### src/rtl/uart_cmd_parser_if.sv
// Port bundle for uart_cmd_parser: the RX FIFO pop side
// (rx_empty / read_data / read_uart) and the command valid/ready side
// (cmd_valid / cmd_ready / cmd_len / cmd_payload).
// The parser connects through the master modport; whatever feeds the FIFO
// and consumes the commands connects through the slave modport.
interface uart_cmd_parser_if #(
  parameter int WIDTH       = 8,
  parameter int MAX_PAYLOAD = 16
);
  logic                         rx_empty;
  logic [WIDTH-1:0]             read_data;
  logic                         read_uart;
  logic                         cmd_valid;
  logic                         cmd_ready;
  logic [7:0]                   cmd_len;
  logic [MAX_PAYLOAD*WIDTH-1:0] cmd_payload;

  modport master (
    input  rx_empty, read_data, cmd_ready,
    output read_uart, cmd_valid, cmd_len, cmd_payload
  );

  modport slave (
    output rx_empty, read_data, cmd_ready,
    input  read_uart, cmd_valid, cmd_len, cmd_payload
  );
endinterface

### src/rtl/uart_cmd_parser.sv
// uart_cmd_parser: pops bytes from a first-word-fall-through RX FIFO, hunts
// for SOF, assembles SOF/LEN/payload/CHK frames and presents each good frame
// as one parallel command on a valid/ready handshake. Malformed frames raise
// one-cycle error pulses and bump a saturating error counter.
// Optional build macro UART_CMD_PARSER_TIMEOUT_EN adds an inter-byte timeout
// that drops a stalled partial frame after TIMEOUT_CYCLES idle cycles.
module uart_cmd_parser #(
  parameter int               WIDTH          = 8,
  parameter int               MAX_PAYLOAD    = 16,
  parameter logic [WIDTH-1:0] SOF            = 8'hA5,
  parameter int               TIMEOUT_CYCLES = 1_000_000
) (
  input  logic                     clk,
  input  logic                     reset,
  uart_cmd_parser_if.master        bus,
  output logic                     chk_error,
  output logic                     len_error,
  output logic                     timeout_error,
  output logic [15:0]              err_count
);

  if (MAX_PAYLOAD < 1 || MAX_PAYLOAD > 255 || TIMEOUT_CYCLES < 2) begin : g_param_check
    $error("uart_cmd_parser: parameter out of range");
  end

  typedef enum logic [2:0] {
    S_HUNT,
    S_LEN,
    S_PAY,
    S_CHK,
    S_HOLD
  } state_t;

  localparam logic [WIDTH-1:0] MAX_LEN = WIDTH'(MAX_PAYLOAD);

  state_t                       state;
  logic [7:0]                   len_q;
  logic [7:0]                   idx_q;
  logic [WIDTH-1:0]             sum_q;
  logic [WIDTH-1:0]             chk_sum;
  logic                         cmd_valid_q;
  logic [7:0]                   cmd_len_q;
  logic [MAX_PAYLOAD*WIDTH-1:0] payload_q;
  logic                         pop;
  logic                         tmo_hit;

  // Pop whenever a byte is waiting and we are not holding a command.
  // NOTE: continuous assign for combinational outputs; no process, so no latch can be inferred.
  assign pop           = reset && !bus.rx_empty && (state != S_HOLD);
  assign bus.read_uart = pop;

  // Running checksum including the byte currently at the FIFO head (mod 2^WIDTH).
  assign chk_sum = sum_q + bus.read_data;

  assign bus.cmd_valid   = cmd_valid_q;
  assign bus.cmd_len     = cmd_len_q;
  assign bus.cmd_payload = payload_q;

`ifdef UART_CMD_PARSER_TIMEOUT_EN
  logic        in_frame;
  logic [31:0] tmo_cnt;
  logic        tmo_q;

  assign in_frame = (state == S_LEN) || (state == S_PAY) || (state == S_CHK);
  assign tmo_hit  = in_frame && !pop && (tmo_cnt == 32'(TIMEOUT_CYCLES - 1));

  // Idle-cycle counter: runs only mid-frame, restarts on every pop.
  always_ff @(posedge clk or negedge reset) begin
    if (!reset) begin
      tmo_cnt <= '0;
      tmo_q   <= 1'b0;
    end else begin
      tmo_q <= tmo_hit;
      if (!in_frame || pop || tmo_hit) tmo_cnt <= '0;
      else                             tmo_cnt <= tmo_cnt + 32'd1;
    end
  end

  assign timeout_error = tmo_q;
`else
  assign tmo_hit       = 1'b0;
  assign timeout_error = 1'b0;
`endif

  // Frame FSM with registered command outputs and error pulses.
  always_ff @(posedge clk or negedge reset) begin
    if (!reset) begin
      state       <= S_HUNT;
      len_q       <= '0;
      idx_q       <= '0;
      sum_q       <= '0;
      cmd_valid_q <= 1'b0;
      cmd_len_q   <= '0;
      // NOTE: the payload register is reset because it is an output that must read 0 after reset.
      payload_q   <= '0;
      chk_error   <= 1'b0;
      len_error   <= 1'b0;
    end else begin
      // NOTE: non-blocking assignments so every register samples pre-edge values.
      chk_error <= 1'b0;
      len_error <= 1'b0;
      if (tmo_hit) begin
        state <= S_HUNT;
      end else begin
        case (state)
          S_HUNT: begin
            if (pop && bus.read_data == SOF) begin
              payload_q <= '0;
              state     <= S_LEN;
            end
          end
          S_LEN: begin
            if (pop) begin
              len_q <= 8'(bus.read_data);
              sum_q <= bus.read_data;
              idx_q <= '0;
              if (bus.read_data > MAX_LEN) begin
                len_error <= 1'b1;
                state     <= S_HUNT;
              end else if (bus.read_data == '0) begin
                state <= S_CHK;
              end else begin
                state <= S_PAY;
              end
            end
          end
          S_PAY: begin
            if (pop) begin
              for (int i = 0; i < MAX_PAYLOAD; i++) begin
                if (idx_q == 8'(i)) payload_q[WIDTH*i +: WIDTH] <= bus.read_data;
              end
              sum_q <= chk_sum;
              idx_q <= idx_q + 8'd1;
              if (idx_q == len_q - 8'd1) state <= S_CHK;
            end
          end
          S_CHK: begin
            if (pop) begin
              if (chk_sum == '0) begin
                cmd_len_q   <= len_q;
                cmd_valid_q <= 1'b1;
                state       <= S_HOLD;
              end else begin
                chk_error <= 1'b1;
                state     <= S_HUNT;
              end
            end
          end
          S_HOLD: begin
            if (bus.cmd_ready) begin
              cmd_valid_q <= 1'b0;
              state       <= S_HUNT;
            end
          end
          default: state <= S_HUNT;
        endcase
      end
    end
  end

  // Saturating count of error pulses, one increment per pulse cycle.
  always_ff @(posedge clk or negedge reset) begin
    if (!reset) begin
      err_count <= '0;
    end else if ((chk_error || len_error || timeout_error) && err_count != 16'hFFFF) begin
      err_count <= err_count + 16'd1;
    end
  end

endmodule

### src/flat_wrapper.sv
// flat-port wrapper written by rule: the top's interface ports become plain ports
module uart_cmd_parser_flat 
#(
  parameter int               WIDTH          = 8,
  parameter int               MAX_PAYLOAD    = 16,
  parameter logic [WIDTH-1:0] SOF            = 8'hA5,
  parameter int               TIMEOUT_CYCLES = 1_000_000
)
  (clk, reset, chk_error, len_error, timeout_error, err_count, bus_rx_empty, bus_read_data, bus_cmd_ready, bus_read_uart, bus_cmd_valid, bus_cmd_len, bus_cmd_payload);
  uart_cmd_parser_if #(.WIDTH(WIDTH), .MAX_PAYLOAD(MAX_PAYLOAD)) bus_i ();
  input  logic clk;
  input  logic reset;
  output logic chk_error;
  output logic len_error;
  output logic timeout_error;
  output logic [15:0] err_count;
  input wire logic [$bits(bus_i.rx_empty)-1:0] bus_rx_empty;
  input wire logic [$bits(bus_i.read_data)-1:0] bus_read_data;
  input wire logic [$bits(bus_i.cmd_ready)-1:0] bus_cmd_ready;
  output wire logic [$bits(bus_i.read_uart)-1:0] bus_read_uart;
  output wire logic [$bits(bus_i.cmd_valid)-1:0] bus_cmd_valid;
  output wire logic [$bits(bus_i.cmd_len)-1:0] bus_cmd_len;
  output wire logic [$bits(bus_i.cmd_payload)-1:0] bus_cmd_payload;
  assign bus_i.rx_empty = bus_rx_empty;
  assign bus_i.read_data = bus_read_data;
  assign bus_i.cmd_ready = bus_cmd_ready;
  assign bus_read_uart = bus_i.read_uart;
  assign bus_cmd_valid = bus_i.cmd_valid;
  assign bus_cmd_len = bus_i.cmd_len;
  assign bus_cmd_payload = bus_i.cmd_payload;
  uart_cmd_parser #(.WIDTH(WIDTH), .MAX_PAYLOAD(MAX_PAYLOAD), .SOF(SOF), .TIMEOUT_CYCLES(TIMEOUT_CYCLES)) u_core (.clk(clk), .reset(reset), .bus(bus_i), .chk_error(chk_error), .len_error(len_error), .timeout_error(timeout_error), .err_count(err_count));
endmodule
### config.mk
export PLATFORM = sky130hd
export DESIGN_NAME = uart_cmd_parser_flat
export DESIGN_NICKNAME = d
export VERILOG_FILES = /design/src/rtl/uart_cmd_parser_if.sv /design/src/rtl/uart_cmd_parser.sv /design/src/flat_wrapper.sv
export SDC_FILE = /design/constraint.sdc
export NUM_CORES = 1
export LEC_CHECK = 0
export BUFFER_PORTS_ARGS = -buffer_cell sky130_fd_sc_hd__buf_2
export CAP_MARGIN = 20
export CORE_MARGIN = 5
export CORE_UTILIZATION = 55
export CTS_BUF_LIST = sky130_fd_sc_hd__clkbuf_16
export DETAILED_ROUTE_END_ITERATION = 10
export PLACE_DENSITY = 0.8
export SYNTH_ARGS = -nofsm -noshare
export SYNTH_HDL_FRONTEND = slang
export SYNTH_SLANG_ARGS = --single-unit
### constraint.sdc
create_clock -name clk -period 3.74 [get_ports clk]
set_input_delay 0.561 -clock clk [delete_from_list [all_inputs] [get_ports clk]]
set_output_delay 0.561 -clock clk [all_outputs]
set_load 0.02 [all_outputs]
======== After elaboration in Yosys (flattened, before gate mapping) ========
Cells that the tools add are included.
storage, ports and cells
  register bits after elaboration ......... 182
  input port bits ......................... 12
operators by class
  $add $sub $neg .......................... 4
  $lt $le $gt $ge ......................... 1
  eq/ne operators ......................... 46
  mux-type cells .......................... 45
  reduce and logical (&&, ||, !) cells .... 34
operators by type and width
  kind                                                    number
  2-to-1 mux 128 bit                                      2
  one-hot mux 128 bit (2 select lines)                    1
  2-to-1 mux 8 bit                                        20
  AND reduction 4 bit                                     17
  == test 8 x 4 -> 1 bit (second input constant)          8
  inequality test 2 x 1 -> 1 bit (second input constant)  22
  == test 8 x 3 -> 1 bit (second input constant)          4
  one-hot mux 8 bit (2 select lines)                      2
  logical NOT 8 bit                                       3
  2-to-1 mux 3 bit                                        8
  adder 16 x 1 -> 16 bit (second input constant)          1
  == test 8 x 2 -> 1 bit (second input constant)          2
  inequality test 16 bit (second input constant)          1
  one-hot mux 3 bit (5 select lines)                      1
  2-to-1 mux 1 bit                                        10
  adder 8 x 1 -> 8 bit (second input constant)            1
  adder 8 bit                                             1
  == test 8 x 1 -> 1 bit (second input constant)          1
  == test 8 bit                                           1
  == test 8 bit (second input constant)                   1
  > comparator 8 x 5 -> 1 bit (second input constant)     1
  subtractor 8 x 1 -> 8 bit (second input constant)       1
  == test 3 x 2 -> 1 bit (second input constant)          2
  AND reduction 3 bit                                     2
  other kinds (12)                                        17

======== Depth between registers and ports, before layout ========
Gate-level depths: netlist of the first run.
  word-level depth ........................ 6
  gate-level depth with buffers ........... 9

======== Worst setup path after synthesis of the first run ========
No wires, ideal clock.
  path kind ............................... input to register
  start ................................... in bus_read_data[0]
  end ..................................... reg u_core.cmd_len_q[0], in the netlist u_core.bus.cmd_len[0]
  data arrival time ....................... 2914 ps
  data required time ...................... 3615 ps
  slack ................................... 701 ps
  stages on the path ...................... 9
  cell sequence ........................... ha_1 -> fa_1 -> a211o_1 -> a21o_1 -> a221oi_2 -> and3b_1 -> or4b_1 -> buf_6 -> mux2_4
between the ends
  cells in the longest elaborated chain, start to end .. 3
ends and longest elaborated chain
  item                           RTL line                text
  start: declaration             flat_wrapper.sv:18      input wire logic [$bits(bus_i.read_data)-1:0] bus_read_data;
  adder 8 bit                    uart_cmd_parser.sv:53   assign chk_sum = sum_q + bus.read_data;
  logical NOT 8 bit              uart_cmd_parser.sv:139  if (chk_sum == '0) begin
  AND reduction 3 bit (no line)  -
  end signal: assignment         uart_cmd_parser.sv:140  cmd_len_q <= len_q;
  end: declaration               uart_cmd_parser.sv:42   logic [7:0] cmd_len_q;
No other way between the ends.
A chain may end at the register's enable or synchronous reset.

======== Worst setup path after layout of the first run ========
  start ................................... reg u_core.sum_q[0]
  end ..................................... reg u_core.cmd_len_q[0], in the netlist u_core.bus.cmd_len[0]
between the ends
  cells in the longest elaborated chain, start to end .. 3
ends and longest elaborated chain
  item                           RTL line                text
  start: declaration             uart_cmd_parser.sv:39   logic [WIDTH-1:0] sum_q;
  start signal: assignment       uart_cmd_parser.sv:115  sum_q <= bus.read_data;
  start signal: assignment       uart_cmd_parser.sv:132  sum_q <= chk_sum;
  adder 8 bit                    uart_cmd_parser.sv:53
  logical NOT 8 bit              uart_cmd_parser.sv:139
  AND reduction 3 bit (no line)  -
No other way between the ends.

==> results.yml, run 1 <==
global_route:
  antenna_found_initial: 0
  gr-usage-all-layers_pct: 23.1
  grt_pass1_vias: 6007
  grt_pass1_wl_um: 32400
  grt_overflow: 0
  grt_max_degree: 184
routing:
  viasPerCell: 5.60
  dr.max_layer_used: "met4"
  drc_errors: 0
  dr_wl_met2_um: 9590
  wl_per_cell_um: 20.1
  routed_wl_um: 19800
  antenna_left: 0
  wl_met1_um: 8190
  dr_total_vias: 5509
  drtIter0Drc: 363
  firstDrtPassIters: 4
  wl_met3_um: 1610
finish:
  diodes: 0
  nFillCells: 1071
  area_growth_syn_to_layout_pct: 20.3
  drive_gt1_share_pct: 46.3
  finalCoreUtilization_pct: 67.5
  layout_common_cells: "182 x dfrtp_1, 166 x buf_2, 133 x mux2_2"
  stdcell_count: 983
  final_common_cell: "dfrtp_1"
  finalNetCount: 812
clock_tree:
  holdBufCountCts: 0
  cts_made_buffers: 17
  clk_latency_ns: 0.43
  clockBufferDepth: 2
  cts_tree: "yes"
  clock_sinks: 182
  h-tree-depth: 4
  post_cts_buffers: 0
  cts_resized: 0
  clk_pin_slew_ns: 0.06
  root_buffer: "clkbuf_16"
critical_path:
  cp_slowest_cell: "or4b_1"
  cp_slowest_stage_delay_ns: 0.71
  required_ns: 4.04
  cp-end-kind: "flop"
  worstPathArrival_ns: 3.47
  r2r_cells: 8
  critPathKind: "flop to flop"
  ff2ff_setup_slack_ns: 0.57
  worstPathMaxFanout: 10
  setup.worst_path.start_class: "flop"
  crit_chain: "ha_1 > fa_1 > a211o_1 > a21o_1 > a221oi_2 > and3b_1 > or4b_1 > mux2_4"
  r2r-end: "u_core.bus.cmd_len[0]"
  r2r-start: "u_core.sum_q[0]"
placed_design:
  dp_hpwl_um: 13700
  io_buffers: 167
  dp_cells: 951
  globalplace.congestion: 0.843
  place_ws_ns: 0.232
yosys:
  synth_fp_nets: 642
  synth_flop_cell: "dfrtp_1"
  synthTopCellsByArea: "dfrtp_1 56%, mux2_2 18%, xnor2_1 2.4%, nand2_1 2.1%, a21oi_4 2.0%"
  syn-mean-instance-area_um2: 13.2
  syn_inst: 616
  yosysUniqueCellTypes: 57
  synth_async_sr_flop_share_pct: 100
  synth_largest_area_cell: "dfrtp_1"
  ys_seq_area_share_pct: 55.9
  ys_ff_latch: 182
  yosysWarnings: 0
  synth_top_area_share_pct: 55.9
  syn-cell-area_mm2: 0.00815
  synth_edf_count: 0
floorplanning:
  fp.coreArea_mm2: 0.0145
  io_pins: 169
  rows: 44
  die_h_um: 132
  die_area_mm2: 0.0174
  start_util_pct: 56.1
  die_w_um: 132
run:
  maxCapViolations: 0
sta:
  fin_crit_ns: 3.17
  fmaxAchievable_mhz: 316
  hold_violations: 0
  setup_slack_ns: 0.572
  clock_skew_ns: 0.00910
  holdWs_ns: 0.308
  maxSlewHeadroom_pct: 33.2
  fin_crit_sh_pct: 84.7
  slew_viol_final: 0
  tightest_slew_ns: 1.00
  tns_ns: 0
  rsz0062_at_grt: "no"
  setup_violations: 0
power:
  leakagePower_nw: 5.24
  ir_drop_mv: 0.313
  power_density_mw_per_mm2: 487
run_status:
  status: "completed"
worst_hold_path:
  hold_class: "input pin to asynchronous set/reset pin"
==> stage by stage <==
step	area, µm²	power [mW]
finish	9810	4.78
global route	9810	4.98
CTS	9810	4.79
detailed placement	9200	2.94
global placement	9200	2.90
floorplan	8150	2.72
==> cell usage after synthesis (4+ instances only) <==
cell type and instances:
mux2_4 8, xnor2_1 22, o21bai_1 4, and2_0 9
xor2_1 14, a22oi_1 7, ha_1 13, nand2_1 45
mux2_2 133, or3_1 4, dfrtp_1 182, and2_1 6
a21oi_1 9, inv_1 10, nand3_1 9, a21oi_4 10
a21oi_2 5, nor4_1 5, o21ai_0 15, clkbuf_1 20
nor2_1 22, nand4_1 9, nor2b_1 4
==> power by group <==
part / internal, mW / switching (mW) / leakage (nW)
sequential: 2.06 / 0.125 / 2.52
clock: 1.11 / 0.751 / 0.305
combinational: 0.305 / 0.422 / 2.41
total: 3.48 / 1.30 / 5.24
==> logic make-up (layout without fill, tap and decap cells) <==
kind of cell / after synthesis / count (layout) / share of synthesized area (%)
AND/OR/NAND/NOR: 136 / 136 / 8.83
flip-flops: 182 / 182 / 55.9
AO/OA/AOI/OAI: 64 / 64 / 6.57
multiplexers: 145 / 145 / 20.4
other: 1 / 1 / 0.0460
buffers and inverters: 37 / 220 / 2.07
XOR/XNOR: 36 / 36 / 3.87
adder cells (fa/ha/maj): 15 / 15 / 2.36
==> worst max-delay path, delay by kind of cell (launching register included) <==
kind	cells	cell delay, ns
AND/OR/NAND/NOR	2	0.90
multiplexers	1	0.39
AO/OA/AOI/OAI	3	0.75
adder cells (fa/ha/maj)	2	0.62
flip-flops	1	0.38
==> layout make-up <==
class	count	area [µm²]	share of cell area [%]
repair buffers	178	937	9.56
flip-flops and latches	182	4550	46.4
inverters	10	37.5	0.383
clock buffers	17	425	4.34
multi-input cells	397	3440	35.0
clock inverters	15	186	1.90
well taps	184	230	2.35
==> flip-flops by register name, indices dropped and copies added (netlist names) <==
register	flops
u_core.len_q	8
u_core.len_error	1
u_core.chk_error	1
u_core.idx_q	8
u_core.bus.cmd_valid	1
u_core.bus.cmd_payload	128
u_core.bus.cmd_len	8
u_core.sum_q	8
u_core.state	3
u_core.err_count	16
==> metal layers <==
| metal | global-route usage [%] | vias to the layer above |
|---|---|---|
| li1 | - | 2505 |
| met1 | 29.7 | 2796 |
| met2 | 36.7 | 181 |
| met3 | 7.65 | 27 |
| met4 | 8.34 | 0 |
| met5 | 0 | - |
==> worst max-delay path by stage <==
stage                           startpoint                    end  cells past startpoint
after floorplan           bus_read_data[0]  u_core.bus.cmd_len[0]                      9
after global placement    bus_read_data[0]  u_core.bus.cmd_len[0]                      9
after detailed placement  bus_read_data[0]  u_core.bus.cmd_len[0]                      9
after CTS                  u_core.sum_q[0]  u_core.bus.cmd_len[0]                      8
after global routing       u_core.sum_q[0]  u_core.bus.cmd_len[0]                      8
final                      u_core.sum_q[0]  u_core.bus.cmd_len[0]                      8
No activity file was read; power rests on OpenSTA's default activity.
==> inputs of run 2 (changes only) <==
--- a/config.mk
+++ b/config.mk
@@ -5,10 +5,11 @@
 export SDC_FILE = /design/constraint.sdc
 export NUM_CORES = 1
 export LEC_CHECK = 0
+export ABC_AREA = 1
 export BUFFER_PORTS_ARGS = -buffer_cell sky130_fd_sc_hd__buf_2
 export CAP_MARGIN = 20
 export CORE_MARGIN = 5
-export CORE_UTILIZATION = 55
+export CORE_UTILIZATION = 56
 export CTS_BUF_LIST = sky130_fd_sc_hd__clkbuf_16
 export DETAILED_ROUTE_END_ITERATION = 10
 export PLACE_DENSITY = 0.8
==> constraint.sdc (replaced) <==
create_clock -name clk -period 3.28 [get_ports clk]
set_input_delay 0.492 -clock clk [delete_from_list [all_inputs] [get_ports clk]]
set_output_delay 0.492 -clock clk [all_outputs]
set_load 0.02 [all_outputs]
==> results.yml, run 2 <==
clock_tree:
  root_buffer: "clkbuf_16"
  clock_sinks: 182
  clk_pin_slew_ns: 0.07
  clockBufferDepth: 2
  cts_tree: "yes"
  cts_made_buffers: 17
  clk_latency_ns: 0.43
  holdBufCountCts: 0
  cts_resized: 0
  h-tree-depth: 4
  post_cts_buffers: 0
yosys:
  ys_ff_latch: 182
  ys_seq_area_share_pct: 50.6
  synth_edf_count: 0
  synth_async_sr_flop_share_pct: 100
  syn-cell-area_mm2: 0.00900
  synth_largest_area_cell: "dfrtp_1"
  synthTopCellsByCount: "395 x nand2_1, 182 x dfrtp_1, 74 x o21ai_0"
  yosysUniqueCellTypes: 41
  yosysWarnings: 0
  synth_flop_cell: "dfrtp_1"
  synth_top_area_share_pct: 50.6
  yosysMostFrequentCell: "nand2_1"
  synth_fp_nets: 1084
  synthTopCellsByArea: "dfrtp_1 51%, nand2_1 16%, o21ai_0 4.1%, o21ai_1 3.9%, a31oi_4 3.1%"
  syn-mean-instance-area_um2: 8.51
  syn_inst: 1058
routing:
  dr_total_vias: 7822
  routed_wl_um: 23500
  viasPerCell: 5.41
  firstDrtPassIters: 5
  drtIter0Drc: 673
  antenna_left: 0
  wl_per_cell_um: 16.2
  drc_errors: 0
critical_path:
  worstPathArrival_ns: 2.95
  cp_slowest_stage_delay_ns: 0.45
  path_common_cell: "nand2_1"
  crit_chain: "ha_1 > fa_1 > or2_2 > nor2_1 > nand3_1 > nor2_1 > nand2_1 > nor2_2 > nand3_2 > nand2_1 > nand2_1"
  cp_slowest_cell: "fa_1"
  ff2ff_setup_slack_ns: 0.65
  setup.worst_path.start_class: "flop"
  worstPathMaxFanout: 9
  cp-end-kind: "flop"
  critPathKind: "flop to flop"
  required_ns: 3.60
placed_design:
  globalplace.congestion: 0.882
  dp_hpwl_um: 16000
  io_buffers: 167
  place_ws_ns: 0.402
global_route:
  grt_overflow: 0
  antenna_found_initial: 0
  grt_pass1_vias: 7263
  grt_max_degree: 77
  grt_pass1_wl_um: 37700
  gr-usage-all-layers_pct: 25.8
sta:
  slew_viol_final: 0
  tightest_slew_ns: 1.00
  rsz0062_at_grt: "no"
  clock_skew_ns: 0.00720
  setup_violations: 0
  holdWs_ns: 0.196
  fin_crit_ns: 2.63
  maxSlewHeadroom_pct: 33.1
  fmaxAchievable_mhz: 380
  fin_crit_sh_pct: 80.3
  setup_slack_ns: 0.647
  hold_violations: 0
  tns_ns: 0
floorplanning:
  fp.coreArea_mm2: 0.0158
  rows: 46
  die_h_um: 137
  io_pins: 169
  start_util_pct: 56.9
  die_area_mm2: 0.0187
  die_w_um: 137
power:
  clockPowerShare_pct: 23.7
  ir_drop_mv: 0.541
  power_frac_seq_pct: 34.6
  internal_power_mw: 4.93
  switchingPower_mw: 3.90
  finalPower_mw: 8.83
  leakagePower_nw: 6.02
  p_comb_share_pct: 41.7
  p_sw_share_pct: 44.2
  power_density_mw_per_mm2: 835
finish:
  finalNetCount: 1244
  final_common_cell: "nand2_1"
  layout_common_cells: "395 x nand2_1, 182 x dfrtp_1, 166 x buf_2"
  diodes: 0
  area_growth_syn_to_layout_pct: 17.5
  nFillCells: 1334
  drive_gt1_share_pct: 21.6
  largest_reg_flops: 128
run_status:
  status: "completed"
worst_hold_path:
  hold_class: "input pin to asynchronous set/reset pin"
run:
  maxCapViolations: 0
==> run 2: cell types whose count changed after synthesis, sizes merged, moves of 15 or more <==
cell / change
o21ai: +130
a31oi: +17
nand3: +33
a21oi: -15
inv: +64
buf: +18
nor2: +52
xnor2: -15
mux2: -142
nand2: +354
==> run 2: logic make-up (layout without fill, tap and decap cells) <==
logic type,after synthesis,after routing,share of synthesized area (%)
xor+xnor,20,20,1.95
other cells,1,1,0.0416
buf+inv,110,283,5.67
flops,182,182,50.6
simple gates,550,550,26.8
compound gates,181,181,13.0
fa+ha+maj,14,14,2.03
==> run 2: final timing paths <==
path | startpoint | to | cells after the start
hold / removal | reset | u_core.bus.cmd_payload[115] | 2
setup reg to reg | u_core.sum_q[0] | u_core.bus.cmd_len[1] | 11
hold reg to reg | u_core.bus.cmd_valid | u_core.bus.cmd_valid | 2
setup / recovery | u_core.sum_q[0] | u_core.bus.cmd_len[1] | 11
max in group asynchronous | reset | u_core.bus.cmd_len[4] | 3
min in group clk | bus_read_data[2] | u_core.sum_q[2] | 3
==> run 2: routing by layer <==
metal	vias up	routed length (µm)	part of all wire (%)	track usage (%)
li1	3749	-	-	-
met2	308	11200	48	41.3
met1	3726	10100	43	36.4
met3	39	1610	6.8	4.19
met4	0	541	2.3	7.82
met5	-	0	0	0
==> run 2: metrics by stage <==
stage                     area [µm²]  cells  utilization [%]
after global routing           10600   1447             66.9
after detailed placement        9980   1415             63.1
final                          10600   1447             66.9
after global placement          9980   1415             63.1
after floorplan                 9000   1058                -
after CTS                      10600   1447             66.9
==> run 2: critical path, delay by kind of cell, from the launching register on <==
kind,cells,cell delay (ns)
flip-flops,1,0.39
AND/OR/NAND/NOR,9,1.45
adder cells (fa/ha/maj),2,0.67
==> run 2: power groups by stage <==
stage | registers, mW | clock network [mW] | logic [mW]
floorplan | 3.39 | 0 | 2.37
CTS | 3.05 | 2.11 | 3.67
finish | 3.06 | 2.09 | 3.68
global placement | 3.07 | 0 | 3.57
global route | 3.11 | 2.22 | 4.05
detailed placement | 3.08 | 0 | 3.64
==> run 2: layout make-up <==
cell class	instances	area, µm²	area share [%]
Clock buffer	17	425	4.02
Sequential cell	182	4550	43.0
Tap cell	216	270	2.55
Multi-Input combinational cell	766	3940	37.2
Timing Repair Buffer	176	935	8.83
Inverter	75	282	2.66
Clock inverter	15	176	1.67
==> inputs of run 3 (changes only) <==
--- a/config.mk
+++ b/config.mk
@@ -9,10 +9,10 @@
 export BUFFER_PORTS_ARGS = -buffer_cell sky130_fd_sc_hd__buf_2
 export CAP_MARGIN = 20
 export CORE_MARGIN = 5
-export CORE_UTILIZATION = 56
+export CORE_UTILIZATION = 51
 export CTS_BUF_LIST = sky130_fd_sc_hd__clkbuf_16
 export DETAILED_ROUTE_END_ITERATION = 10
-export PLACE_DENSITY = 0.8
+export PLACE_DENSITY = 0.77
 export SYNTH_ARGS = -nofsm -noshare
 export SYNTH_HDL_FRONTEND = slang
 export SYNTH_SLANG_ARGS = --single-unit
==> constraint.sdc (replaced) <==
create_clock -name clk -period 2.22 [get_ports clk]
set_input_delay 0.333 -clock clk [delete_from_list [all_inputs] [get_ports clk]]
set_output_delay 0.333 -clock clk [all_outputs]
set_load 0.02 [all_outputs]
==> results.yml, run 3 (same netlist as run 2, synthesis figures left out) <==
run_status:
  status: "completed"
power:
  p_sw_share_pct: 43.4
  internal_power_mw: 7.66
  power_density_mw_per_mm2: 1230
  power_frac_seq_pct: 33.4
  ir_drop_mv: 0.760
  leakagePower_nw: 6.22
  p_comb_share_pct: 43.4
  switchingPower_mw: 5.88
  clockPowerShare_pct: 23.2
critical_path:
  r2r_cells: 11
  required_ns: 2.53
  cp-end-kind: "flop"
  critPathKind: "flop to flop"
  worstPathArrival_ns: 2.51
  r2r-end: "u_core.bus.cmd_len[7]"
  ff2ff_setup_slack_ns: 0.02
  setup.worst_path.start_class: "flop"
  r2r-start: "u_core.sum_q[0]"
  crit_chain: "ha_2 > fa_2 > or2_4 > nor2_4 > nand3_2 > nor2_2 > nand2_2 > nor2_4 > nand3_4 > nand2_2 > nand2_1"
  worstPathMaxFanout: 8
  crit_family: "simple AND/OR/NAND/NOR gates"
  crit_buf_inv: 0
  critPathCapture: "u_core.bus.cmd_len[7]"
  cp_slowest_stage_delay_ns: 0.44
  crit_start: "u_core.sum_q[0]"
  cp_num_cells: 11
  cp_slowest_cell: "fa_2"
sta:
  hold_violations: 0
  fmaxAchievable_mhz: 455
  fin_crit_sh_pct: 99.0
  slew_viol_final: 0
  setup_slack_ns: 0.0224
  rsz0062_at_grt: "yes"
  maxSlewHeadroom_pct: 52.9
  setup_violations: 0
  tightest_slew_ns: 0.706
  clock_skew_ns: 0.0102
  fin_crit_ns: 2.20
global_route:
  grt_max_degree: 82
  grt_overflow: 0
  gr-usage-all-layers_pct: 24.6
  antenna_found_initial: 0
  grt_pass1_wl_um: 39900
  grt_pass1_vias: 7801
routing:
  viasPerCell: 5.38
  routed_wl_um: 24700
  wl_per_cell_um: 16.6
  drc_errors: 0
  drtIter0Drc: 571
  firstDrtPassIters: 5
  antenna_left: 0
  dr_total_vias: 8015
floorplanning:
  die_w_um: 143
  die_h_um: 143
  io_pins: 169
  fp.coreArea_mm2: 0.0173
  rows: 48
  die_area_mm2: 0.0204
  start_util_pct: 52.1
clock_tree:
  clock_sinks: 182
  clk_latency_ns: 0.43
  cts_made_buffers: 17
  cts_tree: "yes"
  h-tree-depth: 4
  clockBufferDepth: 2
  root_buffer: "clkbuf_16"
  clk_pin_slew_ns: 0.07
placed_design:
  place_ws_ns: -0.240
  io_buffers: 167
  globalplace.congestion: 0.875
  dp_cells: 1450
  dp_hpwl_um: 17200
finish:
  nFillCells: 1490
  stdcell_count: 1490
  layout_common_cells: "389 x nand2_1, 182 x dfrtp_1, 166 x buf_2"
  final_common_cell: "nand2_1"
  area_growth_syn_to_layout_pct: 22.3
  finalNetCount: 1278
  drive_gt1_share_pct: 24.5
  largest_reg_flops: 128
  diodes: 0
run:
  maxCapViolations: 0
worst_hold_path:
  hold_class: "input pin to asynchronous set/reset pin"
-- run 3: through the flow --
stage / utilization [%] / cell area (µm²) / hold WS [ns] / power (mW) / TNS, ns
2_1_floorplan: - / 9020 / 0.0374 / 8.52 / 0
5_1_grt: 63.7 / 11000 / 0.0815 / 14.4 / -0.525
3_3_place_gp: 59.3 / 10300 / 0.124 / 10.1 / -1.47
3_5_place_dp: 59.3 / 10300 / 0.123 / 10.2 / -1.88
4_1_cts: 63.3 / 10900 / 0.0462 / 13.5 / -0.444
6_report: 63.7 / 11000 / 0.0435 / 13.5 / 0
-- run 3: final cells by class --
cell class                      instances  area [µm²]  area share (%)
Inverter                               75         282            2.56
Sequential cell                       182        4550            41.4
Clock buffer                           17         425            3.86
Multi-Input combinational cell        766        4000            36.3
Clock inverter                         15         186            1.69
Tap cell                              225         282            2.56
Timing Repair Buffer                  210        1280            11.6
-- run 3: worst reg2reg max path: cells and delay by family, from the launching register on --
kind	cells	cell delay, ns
DFF	1	0.38
and+or+nand+nor	9	1.06
adders and majority gates	2	0.64
-- run 3: per-layer routing --
layer	global-route usage (%)	up-vias	part of all wire, %
li1	-	3831	-
met1	32.8	3811	42
met2	40.5	317	48
met3	3.95	56	6.9
met4	9.70	0	2.6
met5	0	-	0
-- run 3: worst min path at each step --
stage                                              to  slack, ns  depth (start not counted)
after floorplan                 u_core.bus.cmd_len[0]       0.04                          0
after global placement    u_core.bus.cmd_payload[114]       0.12                          1
after detailed placement  u_core.bus.cmd_payload[114]       0.12                          1
after CTS                  u_core.bus.cmd_payload[10]       0.05                          2
after global routing       u_core.bus.cmd_payload[10]       0.08                          2
final                       u_core.bus.cmd_payload[3]       0.04                          2
-- run 3: what timing repair did --
action	CTS	global route
pin swaps	12	10
hold buffers	1	1
endpoints found under the hold margin	1	9
endpoints found under the setup margin	8	11
gates resized for setup	13	5
setup buffers	3	2
-- run 3: power groups by stage --
| stage | Combinational, mW | Clock (mW) | Sequential (mW) |
|---|---|---|---|
| finish | 5.88 | 3.14 | 4.52 |
| global route | 6.44 | 3.33 | 4.58 |
| CTS | 5.79 | 3.19 | 4.51 |
| detailed placement | 5.67 | 0 | 4.56 |
| global placement | 5.55 | 0 | 4.54 |
| floorplan | 3.52 | 0 | 5.01 |
